### src/rtl/part_6_serial_addsub.sv
// Multi-cycle add/sub: processes CHUNK bits per clock through a registered carry,
// with a start/busy/done handshake plus carry-out and signed-overflow flags.
module part_6_serial_addsub #(
  parameter int unsigned WIDTH = 32,
  parameter int unsigned CHUNK = 8
) (
  input  logic             clk,
  input  logic             reset,
  input  logic             start,
  input  logic [WIDTH-1:0] a,
  input  logic [WIDTH-1:0] b,
  input  logic             sub,
  output logic             busy,
  output logic             done,
  output logic [WIDTH-1:0] sum,
  output logic             carry_out,
  output logic             overflow
);

  localparam int unsigned N    = WIDTH / CHUNK;
  localparam int unsigned IDXW = (N > 1) ? $clog2(N) : 1;
  localparam int unsigned OFFW = (WIDTH > 1) ? $clog2(WIDTH) : 1;

  typedef enum logic {IDLE, RUN} state_t;

  state_t            state_q, state_d;
  logic              busy_d, done_d, co_d, ov_d;
  logic [WIDTH-1:0]  sum_d;
  logic [WIDTH-1:0]  a_q, a_d, b_q, b_d, acc_q, acc_d;
  logic              carry_q, carry_d;
  logic [IDXW-1:0]   idx_q, idx_d;
  logic [OFFW-1:0]   off;
  logic [CHUNK:0]    chunk_full;

  // Bit offset of the chunk handled this cycle, and its sum with carry-in
  assign off        = OFFW'(idx_q) * OFFW'(CHUNK);
  assign chunk_full = {1'b0, a_q[off +: CHUNK]} + {1'b0, b_q[off +: CHUNK]}
                    + (CHUNK + 1)'(carry_q);

  // State and datapath registers
  always_ff @(posedge clk) begin
    if (reset) begin
      state_q   <= IDLE;
      busy      <= 1'b0;
      done      <= 1'b0;
      sum       <= '0;
      carry_out <= 1'b0;
      overflow  <= 1'b0;
      a_q       <= '0;
      b_q       <= '0;
      acc_q     <= '0;
      carry_q   <= 1'b0;
      idx_q     <= '0;
    end else begin
      state_q   <= state_d;
      busy      <= busy_d;
      done      <= done_d;
      sum       <= sum_d;
      carry_out <= co_d;
      overflow  <= ov_d;
      a_q       <= a_d;
      b_q       <= b_d;
      acc_q     <= acc_d;
      carry_q   <= carry_d;
      idx_q     <= idx_d;
    end
  end

  // Next-state and next-output logic
  always_comb begin
    state_d = state_q;
    busy_d  = busy;
    done_d  = 1'b0;
    sum_d   = sum;
    co_d    = carry_out;
    ov_d    = overflow;
    a_d     = a_q;
    b_d     = b_q;
    acc_d   = acc_q;
    carry_d = carry_q;
    idx_d   = idx_q;

    case (state_q)
      IDLE: begin
        if (start) begin
          // Subtraction is a + ~b + 1: invert B and seed the carry
          a_d     = a;
          b_d     = sub ? ~b : b;
          carry_d = sub;
          idx_d   = '0;
          acc_d   = '0;
          busy_d  = 1'b1;
          state_d = RUN;
        end
      end
      RUN: begin
        acc_d[off +: CHUNK] = chunk_full[CHUNK-1:0];
        carry_d             = chunk_full[CHUNK];
        idx_d               = idx_q + IDXW'(1);
        if (idx_q == IDXW'(N - 1)) begin
          // Carry into MSB recovered from the MSB sum bit and its operands
          sum_d   = acc_d;
          co_d    = chunk_full[CHUNK];
          ov_d    = a_q[WIDTH-1] ^ b_q[WIDTH-1] ^ chunk_full[CHUNK-1] ^ chunk_full[CHUNK];
          done_d  = 1'b1;
          busy_d  = 1'b0;
          state_d = IDLE;
        end
      end
      default: state_d = IDLE;
    endcase
  end

endmodule

### config.mk
export PLATFORM = sky130hd
export DESIGN_NAME = part_6_serial_addsub
export DESIGN_NICKNAME = d
export VERILOG_FILES = /design/src/rtl/part_6_serial_addsub.sv
export SDC_FILE = /design/constraint.sdc
export NUM_CORES = 1
export LEC_CHECK = 0
export CORE_ASPECT_RATIO = 0.6
export CORE_UTILIZATION = 57
export DETAILED_ROUTE_END_ITERATION = 10
export PLACE_DENSITY_LB_ADDON = 0.25
export SYNTH_ARGS = -nofsm -noshare
export SYNTH_HDL_FRONTEND = slang
export SYNTH_SLANG_ARGS = --single-unit
export TNS_END_PERCENT = 50
### constraint.sdc
create_clock -name clk -period 7.3 [get_ports clk]
set_input_delay 1.46 -clock clk [delete_from_list [all_inputs] [get_ports clk]]
set_output_delay 1.46 -clock clk [all_outputs]
set_load 0.005 [all_outputs]
==> summary.md <==
| Metric | Value |
|---|---|
| H-tree levels | 4 |
| Initial DRC count | around 430 |
| Sw Ratio | 25.29% |
| Area growth syn-to-layout | 26.41% |
| Synthesis-stage register bit count | 136 |
| Clock sinks | 136 |
| Port Buf Inserts | 103 |
| Syn Area/Cell | 8.840 um2 |
| Initial antenna violation count | 0 |
| Global-route wire length before repair | 24580 um |
| Worst path depth | 9 |
| Crit path max fanout | 20 |
| Critical path's slowest cell | dfxtp_1 |
| Area of the multi-input gates | 3082 um2 |
| Fmax | 259.0 MHz |
| Crit-path cells | mux4_2 -> fa_1 -> fa_1 -> a211oi_1 -> o21ai_1 -> xor2_1 -> and2_1 -> a22oi_1 -> nor2_1 |
| Largest net degree at the start of global routing | 98 |
| P_leak | between 2 and 3 nW |
| Vias per inst | between 5 and 6 |
| DR WL/cell | roughly 17 um |
| Sequential standard cell area | ~2700 um2 |
| Async SR Flop Fraction | 0% |
| Clock network power share | between 40% and 50% |
| CP Launch Type | flop |
| CTS root buffer | clkbuf_16 |
| Gate power share | 13.3% |
| Worst Path Required | 7.66 ns |
| Post-CTS setup buffers | 0 |
| CTS tree | done |
| Post-Syn Area | 6082 um2 |
| Max Cap Viol | 0 |
| Final setup skew | 0.006884 ns |
| Int Pwr | 1.412 mW |
| Final slew viol count | 0 |
| Filler Cell Count | 684 |
| P per Cell Area | 245.8 nW/um2 |
| Reg2Reg Depth | 9 |
| Worst Hold Depth | 2 |
| Die footprint | 11100 um2 |
| HP Class | flop to flop |
| Most frequent CP cell | fa_1 |
| Global placement routability congestion | 0.8288 |
| Crit Path Class | flop to flop |
| Overall Global Routing Usage | between 20 and 30% |
| Worst-Skew Late Latency | roughly 0.42 ns |
| Maximum VDD drop | 0.2036 mV |
| P_sw | between 0.4 and 0.5 mW |
| Slew @ Worst Pin | 1.202 ns |
| Min Tclk post-route | 3.862 ns |
| Fin Setup TNS | 0 ns |
| Via count | 5171 |
| Drt drc | 0 |
| Ports | 104 |
| Core Box Area | slightly above 10000 um2 |
| WP buf/inv | 0 |
| Crit path DAT | 4.22 ns |
| Antenna viol nets, final | 0 |
| Post-synth top flop | dfxtp_1 |
| Worst-path clk slew | 0.06 ns |
| Status | finished clean |
| Initial cell density of the core | 60.07% |
| Endpoints failing hold | 0 |
| Element type at the critical path end | flop |
| Antenna Cells | 0 |
| Die Y | 82.02 um |
| Tcrit/Tclk final | 52.90% |
| Yosys warnings | 0 |
| Sequential area share after synthesis | approximately 45% |
| Vias in the first global route | ~4900 |
| Seq pwr share | 41.8% |
| Post-synth cell types | 42 |
| # nets final | 844 |
| Detailed Routing Iterations Pass 1 | 6 |
| Post-CTS sizing | 0 |
| Post-synth EDFFs | 0 |
| Max clock buf depth | 2 |
| GR Overflow Total | 0 |
| Placed cell count | roughly 880 |
| FP Rows | 28 |
| Max incr delay on CP | between 0.9 and 1 ns |
| Syn_nets | 771 |
| Fraction of layout cells with a size suffix above 1 | 8.398% |
| Mapped Cells | 688 |
| Post-Route WL | 15250 um |
| Cts hold-fix bufs | 0 |
| Crit-path leading delay family | flip-flops |
| Die X | 135.4 um |
| CTS Buf Count | 17 |
| Fin cells | slightly above 900 |
| Slew HR | 19.87% |
| Final Setup Violations | 0 |
| Unrepaired setup endpoints after global routing | false |
| HPWL Detailed | just over 10000 um |
[flip-flops by register name (all words and copies together), names as in the netlist]
signal,cells
overflow,1
acc_q,32
busy,1
sum,32
carry_out,1
done,1
state_q,1
a_q,32
idx_q,2
b_q,32
carry_q,1
[area by class of cell]
| class | count | area share (%) |
|---|---|---|
| Clock buffer | 21 | 6.119 |
| Clock inverter | 11 | 1.595 |
| Inverter | 17 | 0.8299 |
| Multi-Input combinational cell | 481 | 40.08 |
| Sequential cell | 136 | 35.41 |
| Tap cell | 135 | 2.197 |
| Timing Repair Buffer | 108 | 13.77 |
[routing by layer]
metal / routed length [um] / track usage (%) / part of all wire (%)
met5: 0 / 0 / 0
met4: 221 / 10.90 / 1.4
met3: 1076 / 5.864 / 7.1
met2: 6763 / 45.79 / 44
met1: 7188 / 40.61 / 47
[worst min-delay path, cell delays in order (launching register included)]
cell	delay, ns
dfxtp_1	0.31
nand2_1	0.04
o21ai_0	0.05
[through the flow]
step	hold slack, ns	util (%)	setup WS (ns)	cell area, um2	total power [mW]
2_1_floorplan	0.4173	-	4.201	6082	0.9650
3_3_place_gp	0.4290	70.08	3.522	7096	1.041
3_5_place_dp	0.4352	70.08	3.377	7096	1.050
4_1_cts	0.4480	75.94	3.488	7689	1.892
5_1_grt	0.4724	75.94	3.205	7689	1.951
6_report	0.4429	75.94	3.438	7689	1.890
[final timing paths]
check / startpoint / endpoint / slack [ns]
setup reg to reg: idx_q[1] / acc_q[6] / 3.44
setup / recovery: idx_q[1] / acc_q[6] / 3.44
hold reg to reg: acc_q[4] / acc_q[4] / 0.44
hold / removal: acc_q[4] / acc_q[4] / 0.44
[layout by cell type (no fill, tap or decap), drive strengths merged, types with 5 or more instances in the layout]
cell           synthesis  routed
clkbuf                34      21
a211oi                36      36
clkdlybuf4s50          0     101
buf                   20       7
xnor2                 37      37
a22o                  16      16
a22oi                  8       8
ha                    13      13
clkinv                 0       5
inv                   17      17
nor2                  56      56
nor2b                 25      25
o21ai                 45      45
mux4                  16      16
dfxtp                136     136
nand2                104     104
a21oi                 76      76
nor3                  14      14
[Yosys cell counts, types with 2 or more instances]
cell	n	share of area [%]
a211oi_1	35	4.3
a21o_1	2	0.25
a21oi_1	76	6.3
a22o_1	16	2.3
a22oi_1	8	0.99
and3_1	2	0.21
buf_1	4	0.25
buf_2	15	1.2
clkbuf_1	34	2.1
dfxtp_1	136	45
fa_1	2	0.66
ha_1	13	2.7
inv_1	17	1.0
mux4_2	16	5.9
nand2_1	104	6.4
nand2b_1	3	0.31
nand3_1	3	0.25
nand3b_1	2	0.25
nor2_1	56	3.5
nor2b_1	24	2.5
nor3_1	14	1.2
o211ai_1	2	0.25
o21a_1	2	0.25
o21ai_0	42	3.5
o21ai_1	2	0.16
o22ai_1	4	0.41
xnor2_1	37	5.3
xor2_1	3	0.43
[power groups by stage]
stage / Sequential [mW] / Combinational (mW) / Clock (mW)
3_5_place_dp: 0.804 / 0.246 / 0
5_1_grt: 0.792 / 0.272 / 0.887
4_1_cts: 0.789 / 0.249 / 0.854
2_1_floorplan: 0.798 / 0.167 / 0
6_report: 0.789 / 0.251 / 0.849
3_3_place_gp: 0.802 / 0.239 / 0
[logic make-up after synthesis]
logic type / Yosys count / synth area share [%]
multiplexers: 18 / 6.336
adder cells (fa/ha/maj): 15 / 3.333
buffers and inverters: 71 / 4.752
AO/OA/AOI/OAI: 193 / 19.54
AND/OR/NAND/NOR: 215 / 15.51
XOR/XNOR: 40 / 5.760
flip-flops: 136 / 44.76
(Power assumes the default switching activity.)
